**config.mk**
```make
export PLATFORM = sky130hd
export DESIGN_NAME = timer_trigger_ctrl
export DESIGN_NICKNAME = d
export VERILOG_FILES = /design/src/rtl/timer_trigger_ctrl.sv
export SDC_FILE = /design/constraint.sdc
export NUM_CORES = 1
export LEC_CHECK = 0
export BUFFER_PORTS_ARGS = -buffer_cell sky130_fd_sc_hd__clkbuf_2
export CAP_MARGIN = 20
export CORE_MARGIN = 2
export CORE_UTILIZATION = 51
export CTS_CLUSTER_DIAMETER = 80
export DETAILED_ROUTE_END_ITERATION = 8
export PLACE_DENSITY_LB_ADDON = 0.25
export SYNTH_ARGS = -nofsm -noshare
export SYNTH_HDL_FRONTEND = slang
export SYNTH_SLANG_ARGS = --single-unit
```
**constraint.sdc**
```tcl
create_clock -name clk_i -period 2.2 [get_ports clk_i]
set_clock_uncertainty 0.1 [all_clocks]
set_input_delay 0.33 -clock clk_i [delete_from_list [all_inputs] [get_ports clk_i]]
set_output_delay 0.33 -clock clk_i [all_outputs]
set_load 0.05 [all_outputs]
```
**src/rtl/timer_trigger_ctrl.sv**
```systemverilog
// timer_trigger_ctrl: arm/trigger front end for the down-counting timer.
// Issues a load pulse, prescaled ticks and a completion pulse per run.
module timer_trigger_ctrl #(
  parameter int PRESCALE_W = 16,
  parameter int N_W        = 32,
  parameter int CNT_W      = 16
) (
  input  logic                  clk_i,
  input  logic                  rstn_i,
  input  logic                  arm_i,
  input  logic                  disarm_i,
  input  logic                  auto_rearm_i,
  input  logic                  trig_i,
  input  logic                  trig_edge_i,
  input  logic [PRESCALE_W-1:0] prescale_i,
  input  logic [N_W-1:0]        n_i,
  input  logic                  done_i,
  output logic                  start_o,
  output logic                  tick_o,
  output logic [N_W-1:0]        n_o,
  output logic                  done_o,
  output logic [1:0]            state_o,
  output logic [CNT_W-1:0]      run_cnt_o
);

  typedef enum logic [1:0] {
    IDLE    = 2'd0,
    ARMED   = 2'd1,
    RUNNING = 2'd2,
    DONE    = 2'd3
  } state_e;

  state_e                state_q, state_d;
  logic                  trig_d_q;
  logic [PRESCALE_W-1:0] presc_q, presc_d;
  logic [PRESCALE_W-1:0] reload_q, reload_d;
  logic [1:0]            blank_q, blank_d;
  logic [N_W-1:0]        n_q, n_d;
  logic [N_W-1:0]        left_q, left_d;
  logic [CNT_W-1:0]      run_cnt_q, run_cnt_d;
  logic                  start_q, start_d;
  logic                  tick_q, tick_d;
  logic                  done_q, done_d;

  logic                  edge_evt;
  logic                  done_qual;
  logic                  presc_hit;
  logic                  runs_left;

  assign edge_evt  = trig_edge_i ? (~trig_i & trig_d_q)
                                 : (trig_i & ~trig_d_q);
  assign done_qual = done_i & (blank_q == 2'd0);
  assign presc_hit = (presc_q == reload_q);
  assign runs_left = (left_q != '0);

  assign start_o   = start_q;
  assign tick_o    = tick_q;
  assign n_o       = n_q;
  assign done_o    = done_q;
  assign state_o   = state_q;
  assign run_cnt_o = run_cnt_q;

  // state, datapath and registered outputs
  always_ff @(posedge clk_i or negedge rstn_i) begin
    if (!rstn_i) begin
      state_q   <= IDLE;
      trig_d_q  <= 1'b0;
      presc_q   <= '0;
      reload_q  <= '0;
      blank_q   <= 2'd0;
      n_q       <= '0;
      left_q    <= '0;
      run_cnt_q <= '0;
      start_q   <= 1'b0;
      tick_q    <= 1'b0;
      done_q    <= 1'b0;
    end else begin
      state_q   <= state_d;
      trig_d_q  <= trig_i;
      presc_q   <= presc_d;
      reload_q  <= reload_d;
      blank_q   <= blank_d;
      n_q       <= n_d;
      left_q    <= left_d;
      run_cnt_q <= run_cnt_d;
      start_q   <= start_d;
      tick_q    <= tick_d;
      done_q    <= done_d;
    end
  end

  // next state: disarm wins, then per-state arm/trigger/run/complete
  always_comb begin
    state_d   = state_q;
    presc_d   = presc_q;
    reload_d  = reload_q;
    blank_d   = blank_q;
    n_d       = n_q;
    left_d    = left_q;
    run_cnt_d = run_cnt_q;
    start_d   = 1'b0;
    tick_d    = 1'b0;
    done_d    = 1'b0;
    if (disarm_i) begin
      state_d = IDLE;
      presc_d = '0;
    end else begin
      unique case (state_q)
        IDLE: begin
          if (arm_i) begin
            state_d = ARMED;
          end
        end
        ARMED: begin
          if (edge_evt) begin
            state_d  = RUNNING;
            n_d      = n_i;
            left_d   = n_i;
            reload_d = prescale_i;
            presc_d  = '0;
            blank_d  = 2'd2;
            start_d  = 1'b1;
          end
        end
        RUNNING: begin
          if (blank_q != 2'd0) begin
            blank_d = blank_q - 2'd1;
          end
          if (done_qual) begin
            state_d = DONE;
            done_d  = 1'b1;
            presc_d = '0;
            if (run_cnt_q != {CNT_W{1'b1}}) begin
              run_cnt_d = run_cnt_q + 1'b1;
            end
          end else if (presc_hit) begin
            presc_d = '0;
            if (runs_left) begin
              tick_d = 1'b1;
              left_d = left_q - 1'b1;
            end
          end else begin
            presc_d = presc_q + 1'b1;
          end
        end
        DONE: begin
          state_d = auto_rearm_i ? ARMED : IDLE;
        end
        default: begin
          state_d = IDLE;
        end
      endcase
    end
  end

endmodule

```
==> flow_summary.ini, run 1 <==
[placement]
post-place-cells = 981
gp_congestion = 0.883
portBuffers = 108
dp_worst_setup_slack_ns = -0.381
dp_hpwl_um = 11100

[global_routing]
grt_max_degree = 41
grt_pass1_wl_um = 26800
antenna_found_initial = 0
grtUsageTotal = 0.263
grt_overflow_total = 0
first_global_vias = 5641

[job]
maxCapViolations = 0

[finish]
final_layout_size_suffix_gt1_frac = 0.368
nets = 943
instances_no_fill = 1035
area_delta_synth_final_pct = 41.4
diodes = 0
nFillCells = 802

[worst_hold_path]
holdCritPathClass = input pin to register

[timing]
fmax_mhz = 404
final_hold_viol_count = 0
worst_pin_slew_ns = 0.561
rsz0062_at_grt = yes
period_share = 1.13
fin_ws_ns = -0.275
finalHoldWorstSlack_ns = 0.00641
period_needed_ns = 2.48
report.final.slew_viol_count = 0
finalSetupViolCount = 32
slew_headroom = 0.626

[cts]
clk-insertion-delay-late_ns = 0.42
clockBufferDepth = 2
clk_pin_slew_ns = 0.06
cts_tree = built
clockRootBuffer = clkbuf_16
cts_made_buffers = 17
h-tree-depth = 4
cts.sinks = 120

[logic_synthesis]
avgSynthCellArea_um2 = 9.09
synth.distinct_cells = 61
synth_ff_type = dfrtp_1
yosysWarnings = 0
synthCells = 663
netlist_area_um2 = 6030
ys_seq_area_frac = 0.498
async_flop_share = 1.00
syn_nets = 727
synth-seq-cells = 120
synth_edf_count = 0

[routing]
wl_um = 16400
viasPerCell = 5.59
drtIter0Drc = 390
wl_per_cell_um = 15.9
drc = 0
postRouteAntennaNets = 0
vias = 5788
dr.pass1.iters = 5

[power]
ir_drop_mv = 1.01
p_leak_uw = 0.00417
p_per_area_nw_per_um2 = 1340

[setup_path]
cp_max_fo = 3
endpoint_kind = register
cp-start-kind = register
critical_path_class = register to register
crit_required_ns = 2.40
cp_data_arrival_time_ns = 2.67

[run_status]
violations = negative setup slack
status = finished with violations

[floorplanning]
dieArea_um2 = 12700
start_util = 0.526
num_rows = 39
die_y_um = 113
core_um2 = 11500
io_pins = 109
die_x_um = 113
-- synth_stat cells (7+ instances only) --
cell type,number,area share
inv_1,18,0.011
dfrtp_1,120,0.50
nor4_1,11,0.011
ha_1,8,0.017
or3_1,9,0.0093
nand4_1,16,0.017
nand2_1,169,0.11
nor2_1,49,0.031
nor3_1,24,0.020
xnor2_1,11,0.016
nand2b_1,7,0.0073
o21a_1,7,0.0087
nand3_1,18,0.015
o32ai_1,13,0.019
a21oi_1,26,0.022
clkbuf_1,20,0.012
a31oi_1,8,0.0083
o21ai_0,13,0.011
and3_1,8,0.0083
xor2_1,26,0.038
-- worst paths after layout --
kind	from	endpoint	slack, ns	cells past startpoint
worst max-delay path	left_q[27]	left_q[20]	-0.28	8
worst min-delay path	prescale_i[0]	reload_q[0]	0.006	3
worst max register to register	left_q[27]	left_q[20]	-0.28	8
worst min register to register	n_o[22]	n_o[22]	0.37	2
max in group asynchronous	rstn_i	left_q[10]	0.99	3
min in group asynchronous	rstn_i	reload_q[14]	0.33	2
-- cell usage in the layout (no fill, tap or decap), types with 8 or more instances in the layout --
cell       instances
a21oi_1           16
a21oi_2            8
buf_4             95
buf_6             13
clkbuf_16         17
clkbuf_2         107
dfrtp_1          112
dfrtp_2            8
inv_1             17
nand2_1          168
nand3_1           17
nand4_1           16
nor2_1            45
nor3_1            20
o21ai_0           12
o32ai_1           13
or3_1              8
xnor2_1           11
xor2_1            26
-- area by class of cell --
type                       instances  area, µm²  area share
clock buffer                      20        457      0.0536
clock inverter                    12        103      0.0120
inverter                          19       71.3     0.00836
timing repair buffer             226       1540       0.180
multi-input combinational        495       3170       0.372
tap                              143        179      0.0210
sequential                       120       3010       0.353
-- what timing repair did --
item | CTS | global route
setup endpoints to repair | 36 | 49
cloned | 0 | 1
buffers inserted | 10 | 7
gates resized for setup | 16 | 34
endpoints found under the hold margin | 41 | 0
pin swaps | 7 | 13
hold buffers | 7 | 0
-- flip-flops by register name, summed over array words and instances (netlist names) --
name / flops
start_o: 1
presc_q: 16
run_cnt_o: 16
state_o: 2
left_q: 32
done_o: 1
reload_q: 16
n_o: 32
blank_q: 2
tick_o: 1
trig_d_q: 1
-- metal layers --
metal	GRT usage	up-vias	wire length (µm)
met2	0.435	191	8090
met3	0.0525	27	726
met1	0.345	2814	7300
li1	-	2756	-
met5	0	-	0
met4	0.0992	0	324
-- power by group --
| group | internal (µW) | switching, µW |
|---|---|---|
| Combinational | 1970 | 3200 |
| Clock | 1600 | 1010 |
| Sequential | 3020 | 608 |
-- stage by stage --
| stage | area [µm²] | setup TNS, ns | utilization | power (µW) |
|---|---|---|---|---|
| CTS | 8300 | -6.14 | 0.724 | 11100 |
| finish | 8530 | -5.57 | 0.744 | 11400 |
| global route | 8530 | -8.67 | 0.744 | 12100 |
| floorplan | 6190 | -3.46 | - | 6710 |
| detailed placement | 7530 | -8.59 | 0.657 | 8350 |
| global placement | 7530 | -8.08 | 0.657 | 8150 |
-- cell families after synthesis --
family | share of synthesized area
simple gates | 0.274
xor+xnor | 0.0537
fa+ha+maj | 0.0166
flops | 0.498
compound gates | 0.119
buf+inv | 0.0334
mux | 0.00540
-- worst max-delay path, stage by stage, from the launching register on --
cell	delay, ns
dfrtp_1	0.38
or4_4	0.54
or3_4	0.38
nor3_4	0.27
o31ai_4	0.10
buf_6	0.14
buf_6	0.10
a21boi_2	0.14
o221a_1	0.21
Note: power is estimated with default switching activity, not from simulation.
==> inputs of run 2 (changes only) <==
==> constraint.sdc (replaced) <==
create_clock -name clk_i -period 2.2 [get_ports clk_i]
set_clock_uncertainty 0.1 [all_clocks]
set_input_delay 0.11 -clock clk_i [delete_from_list [all_inputs] [get_ports clk_i]]
set_output_delay 0.11 -clock clk_i [all_outputs]
set_load 0.05 [all_outputs]
==> run 2 against run 1 <==
The flow still finishes with violations (negative setup slack). Critical path type unchanged. Combinational power increased by 12%. Sequential share of layout area decreased by 2.5 points. Flip-flop and latch count unchanged. Global-route usage increased by 3.5 points. Non-clock buffer count increased by 44. Utilization increased by 5.6 points. Critical endpoint is now left_q[30]. Die area unchanged.
==> flow_summary.ini, run 2 (synthesis results as in run 1) <==
[setup_path]
worst_path_most_repeated_cell = buf_4
r2r_end = left_q[30]
cp_max_fo = 4
critical_path_class = register to register
crit_path_max_incr_delay_ns = 0.53
r2r-start = left_q[17]
r2r_cells = 8
crit_cells = 8
path_cells = or4_4 -> buf_4 -> nor3_2 -> nand2_2 -> buf_4 -> o21ai_0 -> o22ai_1 -> a311oi_2
crit_required_ns = 2.42
r2r_slack_ns = -0.29
cp-start-kind = register
endpoint_kind = register
critical-path-top-delay-family = simple AND/OR/NAND/NOR gates
cp_data_arrival_time_ns = 2.71
cp_slowest_cell = or4_4
crit_buf_inv = 2

[floorplanning]
io_pins = 109
core_um2 = 11500
start_util = 0.526
die_y_um = 113
num_rows = 39
die_x_um = 113
dieArea_um2 = 12700

[routing]
vias = 6251
postRouteAntennaNets = 0
viasPerCell = 5.80
wl_per_cell_um = 17.7
highest_layer = met4
drtIter0Drc = 513
route.met2.wl_um = 9720
wl_um = 19000
dr.pass1.iters = 5
wl_met3_um = 1240
wl_met1_um = 7620
drc = 0

[finish]
diodes = 0
mostFrequentLayoutCells = nand2_1 (165), dfrtp_1 (112), clkbuf_2 (107)
final_design_area_no_fill_um2 = 9170
nFillCells = 641
nets = 987
final_layout_size_suffix_gt1_frac = 0.361
final_util = 0.799
area_delta_synth_final_pct = 52.0
mostFrequentLayoutCell = nand2_1

[run_status]
status = finished with violations
violations = negative setup slack

[placement]
dp_hpwl_um = 11500
gp_congestion = 0.855
portBuffers = 108
place_area_um2 = 7520

[timing]
slew_headroom = 0.632
fin_ws_ns = -0.289
worst_pin_slew_ns = 0.553
period_share = 1.13
fmax_mhz = 402
rsz0062_at_grt = yes
finalSetupViolCount = 32
final_hold_viol_count = 0
report.final.slew_viol_count = 0
period_needed_ns = 2.49

[cts]
h-tree-depth = 4
clockRootBuffer = clkbuf_16
clockBufferDepth = 2
clk_pin_slew_ns = 0.05
cts_tree = built
clk-insertion-delay-late_ns = 0.42
cts.sinks = 120
cts_made_buffers = 17

[power]
power.internal_uw = 6850
p_clk_frac = 0.212
power_uw = 12000
p_switching_uw = 5140
pwr-share-seq = 0.306
p_comb_frac = 0.482
p_leak_uw = 0.00441
ir_drop_mv = 0.986
p_sw_frac = 0.429
p_per_area_nw_per_um2 = 1310

[global_routing]
grtUsageTotal = 0.298
grt_max_degree = 53
first_global_vias = 6303
antenna_found_initial = 0
grt_overflow_total = 0
grt_pass1_wl_um = 30100

[worst_hold_path]
holdCritPathClass = input pin to asynchronous set/reset pin

[job]
maxCapViolations = 0
## run 2: cell types whose count changed in the layout (fill, tap and decap cells not counted), sizes merged
| cell | change |
|---|---|
| clkdlybuf4s15 | -1 |
| clkinvlp | -4 |
| bufinv | -1 |
| clkinv | -4 |
| clkbuf | +7 |
| dlygate4sd3 | +45 |
## run 2: repair_timing
action,CTS,global route
hold endpoints to repair,197,0
endpoints found under the setup margin,35,45
gates cloned,2,1
resized for setup,47,41
setup buffers,10,4
hold buffers,52,0
pin swaps,22,14
## run 2: area by class of cell
| cell class | instances | area (µm²) | area share |
|---|---|---|---|
| clock buffer | 27 | 523 | 0.0570 |
| sequential | 120 | 3010 | 0.329 |
| multi-input combinational | 495 | 3330 | 0.364 |
| timing repair buffer | 270 | 2030 | 0.222 |
| inverter | 19 | 71.3 | 0.00778 |
| clock inverter | 3 | 15.0 | 0.00164 |
| tap | 143 | 179 | 0.0195 |
## run 2: power by group through the flow
stage | clock, µW | sequential, µW | combinational (µW)
2_1_floorplan | 0 | 4780 | 1930
3_3_place_gp | 0 | 3560 | 4590
3_5_place_dp | 0 | 3600 | 4780
4_1_cts | 2560 | 3600 | 5320
5_1_grt | 2660 | 3760 | 6140
6_report | 2540 | 3680 | 5780
## run 2: how the worst max path moves through the flow
| stage | from | to | slack (ns) |
|---|---|---|---|
| 6_report | left_q[17] | left_q[30] | -0.29 |
| 5_1_grt | presc_q[11] | left_q[19] | -0.34 |
| 4_1_cts | left_q[16] | left_q[2] | -0.21 |
| 3_5_place_dp | presc_q[11] | left_q[30] | -0.45 |
| 3_3_place_gp | presc_q[11] | left_q[12] | -0.25 |
| 2_1_floorplan | left_q[26] | left_q[20] | -0.14 |
## run 2: per-layer routing
layer | vias to the layer above | GRT usage
met4 | 0 | 0.127
met3 | 49 | 0.0627
met2 | 304 | 0.511
met5 | - | 0
met1 | 3052 | 0.367
li1 | 2846 | -
## run 2: metrics by stage
step / cells / setup TNS, ns / setup slack, ns / hold slack (ns)
finish: 1077 / -7.15 / -0.289 / 0.00651
global route: 1077 / -9.16 / -0.337 / 0.0412
CTS: 1072 / -5.21 / -0.210 / 0.0152
detailed placement: 979 / -11.11 / -0.446 / -0.0983
global placement: 979 / -6.08 / -0.252 / -0.102
floorplan: 663 / -3.46 / -0.143 / -0.286
==> inputs of run 3 (changes only) <==
CORE_UTILIZATION = 60   (was 51)
clock period = 3.1 ns   (was 2.2 ns; I/O delays follow)
==> run 3 against run 2 <==
The flow now finishes without violations. Critical path depth fell by 1. Count of clock-buffer cells in the layout is 3 lower. Global-route usage increased by 1.0 points. Highest routed layer unchanged. Critical path type unchanged.
==> flow_summary.ini, run 3 (synthesis results as in run 1) <==
[global_routing]
grt_max_degree = 66
grt_pass1_wl_um = 26800
grt_overflow_total = 0
grtUsageTotal = 0.308
first_global_vias = 5633
antenna_found_initial = 0

[routing]
wl_um = 15900
drtIter0Drc = 319
vias = 5681
drc = 0
wl_per_cell_um = 16.3
dr.pass1.iters = 5
postRouteAntennaNets = 0
viasPerCell = 5.84

[finish]
area_delta_synth_final_pct = 30.2
final_layout_size_suffix_gt1_frac = 0.202
diodes = 0
instances_no_fill = 973
mostFrequentLayoutCells = nand2_1 (169), dfrtp_1 (120), clkbuf_2 (107)
nets = 891
mostFrequentLayoutCell = nand2_1

[timing]
slew_headroom = 0.422
period_needed_ns = 2.83
report.final.slew_viol_count = 0
setup_tns_ns = 0
rsz0062_at_grt = no
finalSetupViolCount = 0
period_share = 0.911
final_hold_viol_count = 0
fmax_mhz = 354
worst_pin_slew_ns = 0.863

[setup_path]
path_cells = inv_1 -> ha_1 -> nor4b_1 -> and4_1 -> nand2_1 -> nor4b_1 -> a311oi_1
crit_start = left_q[1]
cp_max_fo = 6
cp_slowest_cell = nor4b_1
crit_path_max_incr_delay_ns = 0.63
crit_required_ns = 3.38
worst_path_most_repeated_cell = nor4b_1
endpoint_kind = register
critical_path_class = register to register
crit_buf_inv = 1
r2r_slack_ns = 0.27
cp-start-kind = register
critical-path-top-delay-family = simple AND/OR/NAND/NOR gates
cp_data_arrival_time_ns = 3.11
r2r-start = left_q[1]

[worst_hold_path]
hold_start = arm_i
holdCritPathClass = input pin to register

[power]
p_per_area_nw_per_um2 = 944
p_sw_frac = 0.426
p_comb_frac = 0.382
p_clk_frac = 0.256
power.internal_uw = 4250
p_switching_uw = 3160
p_leak_uw = 0.00383
pwr-share-seq = 0.362
ir_drop_mv = 0.720

[run_status]
status = finished, final reports clean

[cts]
cts_resized = 0
clockRootBuffer = clkbuf_8
clockBufferDepth = 2
cts.sinks = 120
cts_made_buffers = 17
cts_tree = built
h-tree-depth = 4
clk-insertion-delay-late_ns = 0.54
clk_pin_slew_ns = 0.06

[floorplanning]
start_util = 0.617
io_pins = 109
die_y_um = 104
dieArea_um2 = 10900
die_x_um = 104
num_rows = 36
core_um2 = 9770

[placement]
dp_hpwl_um = 9790
portBuffers = 108
gp_congestion = 0.872
post-place-cells = 888

[job]
maxCapViolations = 0
## run 3: stage by stage
| step | hold slack (ns) | utilization | cell area, µm² | total power (µW) | setup WS, ns |
|---|---|---|---|---|---|
| final | 0.0363 | 0.803 | 7850 | 7410 | 0.274 |
| after global routing | 0.0574 | 0.803 | 7850 | 7810 | 0.0771 |
| after CTS | 0.0311 | 0.803 | 7850 | 7360 | 0.318 |
| after detailed placement | 0.159 | 0.691 | 6750 | 5390 | 0.362 |
| after global placement | 0.156 | 0.691 | 6750 | 5260 | 0.472 |
| after floorplan | -0.241 | - | 6030 | 4640 | 0.504 |
## run 3: worst paths after layout
path	end	depth (start not counted)
min	state_o[1]	5
max in group asynchronous	left_q[16]	3
min reg2reg	n_o[30]	2
max	left_q[26]	7
max reg2reg	left_q[26]	7
min in group asynchronous	reload_q[7]	2
## run 3: power groups by stage
| stage | Combinational [µW] | Sequential [µW] | Clock (µW) |
|---|---|---|---|
| after floorplan | 1280 | 3360 | 0 |
| after global placement | 2640 | 2620 | 0 |
| after detailed placement | 2740 | 2660 | 0 |
| after CTS | 2810 | 2650 | 1910 |
| after global routing | 3080 | 2750 | 1980 |
| final | 2830 | 2680 | 1900 |
## run 3: layout make-up
| type | count | area, µm² |
|---|---|---|
| Sequential cell | 120 | 3000 |
| Multi-Input combinational cell | 495 | 2850 |
| Inverter | 19 | 71.3 |
| Clock inverter | 8 | 95.1 |
| Tap cell | 133 | 166 |
| Clock buffer | 24 | 470 |
| Fill cell | 592 | 1930 |
| Timing Repair Buffer | 174 | 1200 |
## run 3: routing by layer
layer,vias to the layer above,global-route usage,share of wire
li1,2649,-,-
met1,2779,0.405,0.43
met2,215,0.507,0.50
met3,38,0.0708,0.057
met4,0,0.102,0.020
met5,-,0,0
## run 3: worst reg2reg max path, delay by kind of cell (launching register included)
family                   cells  cell delay (ns)
AND/OR/NAND/NOR              4             1.68
flip-flops                   1             0.38
adder cells (fa/ha/maj)      1             0.23
AO/OA/AOI/OAI                1             0.20
buffers and inverters        1             0.09
## run 3: what timing repair did
| item | 4_1_cts | 5_1_grt |
|---|---|---|
| hold buffers | 53 | 0 |
| endpoints found under the hold margin | 141 | 0 |
| setup buffers | 0 | 0 |
| setup endpoints to repair | 0 | 0 |
